**config.mk**
```make
export PLATFORM = sky130hd
export DESIGN_NAME = fetch_run_ctrl
export DESIGN_NICKNAME = d
export VERILOG_FILES = /design/src/rtl/fetch_run_ctrl.sv
export SDC_FILE = /design/constraint.sdc
export NUM_CORES = 1
export LEC_CHECK = 0
export ABC_CLOCK_PERIOD_IN_PS = 4500
export CAP_MARGIN = 20
export CORE_MARGIN = 3
export CORE_UTILIZATION = 50
export DETAILED_ROUTE_END_ITERATION = 8
export PLACE_DENSITY = 0.8
export SLEW_MARGIN = 20
export SYNTH_ARGS = -nofsm -noshare
export SYNTH_HDL_FRONTEND = slang
export SYNTH_SLANG_ARGS = --single-unit
```
**constraint.sdc**
```tcl
create_clock -name clk -period 4.5 [get_ports clk]
set_input_delay 0.45 -clock clk [delete_from_list [all_inputs] [get_ports clk]]
set_output_delay 0.45 -clock clk [all_outputs]
set_load 0.02 [all_outputs]
```
**src/rtl/fetch_run_ctrl.sv**
```systemverilog
// Run/halt/debug sequencer for the fetch stage: host halt/resume/step,
// debug PC load and NUM_BP hardware PC breakpoints.
module fetch_run_ctrl #(
  parameter int NUM_BP    = 2,
  parameter int RESET_RUN = 0,
  localparam int BPW      = (NUM_BP > 1) ? $clog2(NUM_BP) : 1
) (
  input  logic           clk,
  input  logic           reset,
  input  logic           halt_req_i,
  input  logic           resume_req_i,
  input  logic           step_req_i,
  input  logic           pc_wr_req_i,
  input  logic [31:0]    pc_wr_data_i,
  input  logic           bp_wr_i,
  input  logic [BPW-1:0] bp_idx_i,
  input  logic [31:0]    bp_addr_i,
  input  logic           bp_en_i,
  input  logic [31:0]    pc_i,
  input  logic           pipe_busy_i,
  output logic           run_o,
  output logic           stall_o,
  output logic           pc_wr_debug_o,
  output logic [31:0]    pc_debug_o,
  output logic           halted_o,
  output logic [1:0]     halt_cause_o,
  output logic           cmd_ack_o
);

  typedef enum logic [2:0] {S_RUN, S_DRAIN, S_HALTED, S_STEP, S_PCWR} state_t;
  localparam state_t RESET_STATE = (RESET_RUN != 0) ? S_RUN : S_HALTED;

  state_t            state;
  logic [29:0]       bp_addr [NUM_BP];
  logic [NUM_BP-1:0] bp_en;
  logic              skip;
  logic [31:0]       skip_pc;
  logic              ack_pend;
  logic              bp_raw;
  logic              bp_hit;
  logic              ack_req;

  // skip suppresses the breakpoint we are resuming or stepping off
  always_comb begin
    bp_raw = 1'b0;
    for (int unsigned i = 0; i < NUM_BP; i++)
      if (bp_en[i] && (pc_i[31:2] == bp_addr[i])) bp_raw = 1'b1;
    bp_hit = bp_raw && !(skip && (pc_i == skip_pc));
  end

  always_comb begin
    ack_req = 1'b0;
    case (state)
      S_DRAIN:  ack_req = !pipe_busy_i;
      S_PCWR:   ack_req = 1'b1;
      S_HALTED: ack_req = resume_req_i && !step_req_i && !pc_wr_req_i;
      default:  ack_req = 1'b0;
    endcase
  end

  assign run_o         = ((state == S_RUN) && !bp_hit) || (state == S_STEP) || (state == S_PCWR);
  assign stall_o       = (state == S_PCWR);
  assign pc_wr_debug_o = (state == S_PCWR);
  assign halted_o      = (state == S_HALTED);

  always_ff @(posedge clk or posedge reset) begin
    if (reset) begin
      state        <= RESET_STATE;
      halt_cause_o <= 2'd3;
      pc_debug_o   <= '0;
      skip         <= 1'b0;
      skip_pc      <= '0;
      cmd_ack_o    <= 1'b0;
      ack_pend     <= 1'b0;
      bp_en        <= '0;
      for (int unsigned i = 0; i < NUM_BP; i++) bp_addr[i] <= '0;
    end else begin
      // an ack landing right after another is deferred one cycle, never dropped
      cmd_ack_o <= (ack_req || ack_pend) && !cmd_ack_o;
      ack_pend  <= (ack_req || ack_pend) && cmd_ack_o;

      if (skip && (pc_i != skip_pc)) skip <= 1'b0;

      for (int unsigned i = 0; i < NUM_BP; i++) begin
        if (bp_wr_i && (bp_idx_i == BPW'(i))) begin
          bp_addr[i] <= bp_addr_i[31:2];
          bp_en[i]   <= bp_en_i;
        end
      end

      case (state)
        S_RUN: begin
          if (bp_hit) begin
            state        <= S_DRAIN;
            halt_cause_o <= 2'd2;
          end else if (halt_req_i) begin
            state        <= S_DRAIN;
            halt_cause_o <= 2'd0;
          end
        end
        S_DRAIN: begin
          if (!pipe_busy_i) state <= S_HALTED;
        end
        S_HALTED: begin
          if (pc_wr_req_i) begin
            state      <= S_PCWR;
            pc_debug_o <= pc_wr_data_i;
          end else if (step_req_i) begin
            state   <= S_STEP;
            skip    <= 1'b1;
            skip_pc <= pc_i;
          end else if (resume_req_i) begin
            state   <= S_RUN;
            skip    <= 1'b1;
            skip_pc <= pc_i;
          end
        end
        S_STEP: begin
          state        <= S_DRAIN;
          halt_cause_o <= 2'd1;
        end
        S_PCWR: begin
          state <= S_HALTED;
        end
        default: begin
          state <= RESET_STATE;
        end
      endcase
    end
  end

endmodule

```
==> summary.md <==
| Metric | Value |
|---|---|
| Status | `completed` |
| Main flop type after synthesis | `dfrtp_1` |
| Antenna viol nets, final | `0` |
| Die width | `116 um` |
| # setup viols final | `0` |
| Sw Ratio | `a little under 30%` |
| Post-Syn Area per Cell | `between 10 and 15 um^2` |
| PD cells | `587 mW/mm^2` |
| Yosys cell types | `33` |
| Commonest cells post-synth | `131 x dfrtp_1, 125 x mux2_2, 61 x xnor2_1, 31 x xor2_1, 15 x nand4_1` |
| Clock Tree Buf Depth | `2` |
| Post-placement cell area | `roughly 0.0077 mm^2` |
| Ports | `145` |
| Area contributors post-synth | `dfrtp_1 54%, mux2_2 23%, xnor2_1 8.8%` |
| Number of synthesized flops with an enable pin | `0` |
| Fin. max-slew vios | `0` |
| WP data required | `4.05 ns` |
| Worst hold margin | `~0.50 ns` |
| FFs w/ async S/R, synth | `100%` |
| Yosys top cell by area | `dfrtp_1` |
| Delay of the slowest critical-path stage | `about 0.57 ns` |
| Initial antenna violation count | `0` |
| CP arrival | `about 3 ns` |
| Area Overhead vs Synth | `36.5%` |
| Period utilization | `between 70% and 80%` |
| Synth Warn # | `0` |
| Root Driver | `clkbuf_16` |
| Placed cells | `713` |
| Core region area | `0.0117 mm^2` |
| Number of diodes | `0` |
| P_sw | `around 0.0014 W` |
| Mapped Area | `0.00609 mm^2` |
| Flops & latches, synth | `134` |
| Area occupied by multi-input gates | `0.00266 mm^2` |
| Rows | `39` |
| Leakage power | `3.36 nW` |
| Critical-path cell list | `clkdlybuf4s50_1 -> xnor2_1 -> nand4_1 -> nor4_1 -> a22oi_1 -> o31ai_1 -> o21ai_0 -> clkdlybuf4s50_1` |
| Fin. Hold Viols | `0` |
| Min Tclk post-route | `3.44 ns` |
| CTS Buf Count | `17` |
| Sink Count | `roughly 130` |
| Htree depth | `4` |
| Flop pwr share | `between 30% and 40%` |
| GRT overflow | `0` |
| Die Ht | `116 um` |
| Peak VDD IR | `a little over 400 uV` |
| DRC Markers | `0` |
| Clock Skew | `0.00704 ns` |
| CP max FO | `4` |
| Drt first pass iters | `5` |
| CTS tree | `built` |
| HPWL Detailed | `10,300 um` |
| CP startpoint kind | `primary input` |
| Final net count | `695` |
| Fillers | `805` |
| # Max-Cap Violations | `0` |
| Starting density of the core | `52.2%` |
| First DRT Iteration DRCs | `271` |
| Clk pwr share | `30.9%` |
| Gate count of the mapped netlist | `438` |
| Critical path class | `primary input to output pin` |
| Critical Path Slowest Stage Cell | `clkdlybuf4s50_1` |
| Wirelength per Cell | `19.3 um` |
| Hold Path Class | `flip-flop to flip-flop` |
| PortBufs | `142` |
| Setup TNS | `0 ns` |
| Share of the synthesized area in the top cell type | `a little over half` |
| Final Non-Filler Cells | `744` |
| Slew HR | `36.2%` |
| RSZ-0062 raised after global routing | `false` |
| Pint | `0.00345 W` |
| Share of cells above drive strength 1 | `27.8%` |
| Clock transition at path regs | `approximately 0.06 ns` |
| Sequential area share after synthesis | `55.2%` |
| Final GP Congestion | `0.829` |
| Crit. End Element | `output pin` |
| Vias | `3,975` |
| Leading cell type by number of instances after synthesis | `dfrtp_1` |
| First-pass GRT wire length | `~22,000 um` |
| Post-CTS resize count | `0` |
| Total Wirelength | `14,400 um` |
| Postcts setup bufs | `0` |
| Power, Total | `~0.0049 W` |
| Synthesized Nets | `544` |
| Largest net degree at the start of global routing | `78` |
| CTS Hold Bufs | `0` |
| Slew @ Worst Pin | `about 0.96 ns` |
| Skew-Pair Late Insertion Delay | `0.41 ns` |
| F_max | `290 MHz` |
| Cell area after layout | `0.00831 mm^2` |
| Vias in the first global route | `4,202` |
| Drt via density | `5.34` |
| Sequential Area | `0.00336 mm^2` |
| Area of the die | `0.0135 mm^2` |
| Logic pwr share | `just over 30%` |
| Most used cell, CP | `clkdlybuf4s50_1` |
| Global-route usage over all layers | `between 20% and 30%` |
## cells by family (layout without fill, tap and decap cells)
family / Yosys count / in the layout / synth area share [%]
buf+inv: 17 / 180 / 1.36
flops: 134 / 134 / 55.2
simple gates: 55 / 55 / 5.41
compound gates: 14 / 14 / 1.52
xor+xnor: 92 / 92 / 13.2
mux: 126 / 126 / 23.3
## layout by cell type (no fill, tap or decap), types with 2 or more instances in the layout
cell and instances:
clkinv_2 3, xnor2_1 61, bufinv_16 5, nor4_1 11, mux2_2 125, nand2_1 2
clkdlybuf4s50_1 142, nand2b_1 2, nand3_1 4, clkbuf_8 2, clkbuf_1 3, nor2b_1 2
xor2_1 31, o21ai_0 4, o31ai_1 3, dfrtp_1 131, a21oi_1 2, nor2_1 8
clkbuf_16 17, buf_4 3, dfstp_2 3, nand4_1 15, nor3_1 4
## registers in the layout, summed over array words and instances (netlist names)
signal	count
ack_pend	1
bp_addr	60
bp_en	2
cmd_ack_o	1
halt_cause_o	2
pc_debug_o	32
skip	1
skip_pc	32
state	3
## worst max-delay path: cells and delay by family
family / cells / cell delay (ns)
buffers and inverters: 2 / 1.10
AOI/OAI and AO/OA: 3 / 0.55
and+or+nand+nor: 2 / 0.52
xor gates and xnor gates: 1 / 0.36
## power by group through the flow
stage	clock, W	combinational, W	sequential (W)
finish	0.00151	0.00151	0.00186
global route	0.00158	0.00162	0.00191
CTS	0.00153	0.00152	0.00186
detailed placement	0	0.00151	0.00187
global placement	0	0.00148	0.00184
floorplan	0	0.000719	0.00201
## per-stage QoR
stage | setup WS [ns] | util [%]
3_3_place_gp | 1.13 | 65.8
5_1_grt | 0.940 | 71.2
4_1_cts | 1.08 | 71.2
3_5_place_dp | 1.11 | 65.8
2_1_floorplan | 0.472 | -
6_report | 1.06 | 71.2
## layout make-up
| type | count | share of cell area [%] |
|---|---|---|
| clock buffer | 22 | 5.59 |
| clock inverter | 9 | 2.09 |
| inverter | 3 | 0.166 |
| multi-input combinational | 287 | 32.0 |
| sequential | 134 | 40.4 |
| tap | 143 | 2.15 |
| timing repair buffer | 146 | 17.6 |
## routing by layer
layer | wire length (um) | GRT usage, % | vias up
li1 | - | - | 1842
met1 | 6240 | 29.0 | 2024
met2 | 7310 | 35.4 | 89
met3 | 565 | 4.92 | 20
met4 | 274 | 7.97 | 0
met5 | 0 | 0 | -
## worst paths after layout
path / from / end / slack, ns / cells after the start
hold / removal: cmd_ack_o / cmd_ack_o / 0.50 / 1
setup reg to reg: state[1] / skip_pc[19] / 2.49 / 4
hold reg to reg: cmd_ack_o / cmd_ack_o / 0.50 / 1
setup / recovery: pc_i[6] / run_o / 1.06 / 8
min in group asynchronous: reset / pc_debug_o[24] / 0.61 / 2
max in group asynchronous: reset / bp_addr[15] / 3.07 / 3
Power figures use the tool's default switching activity.
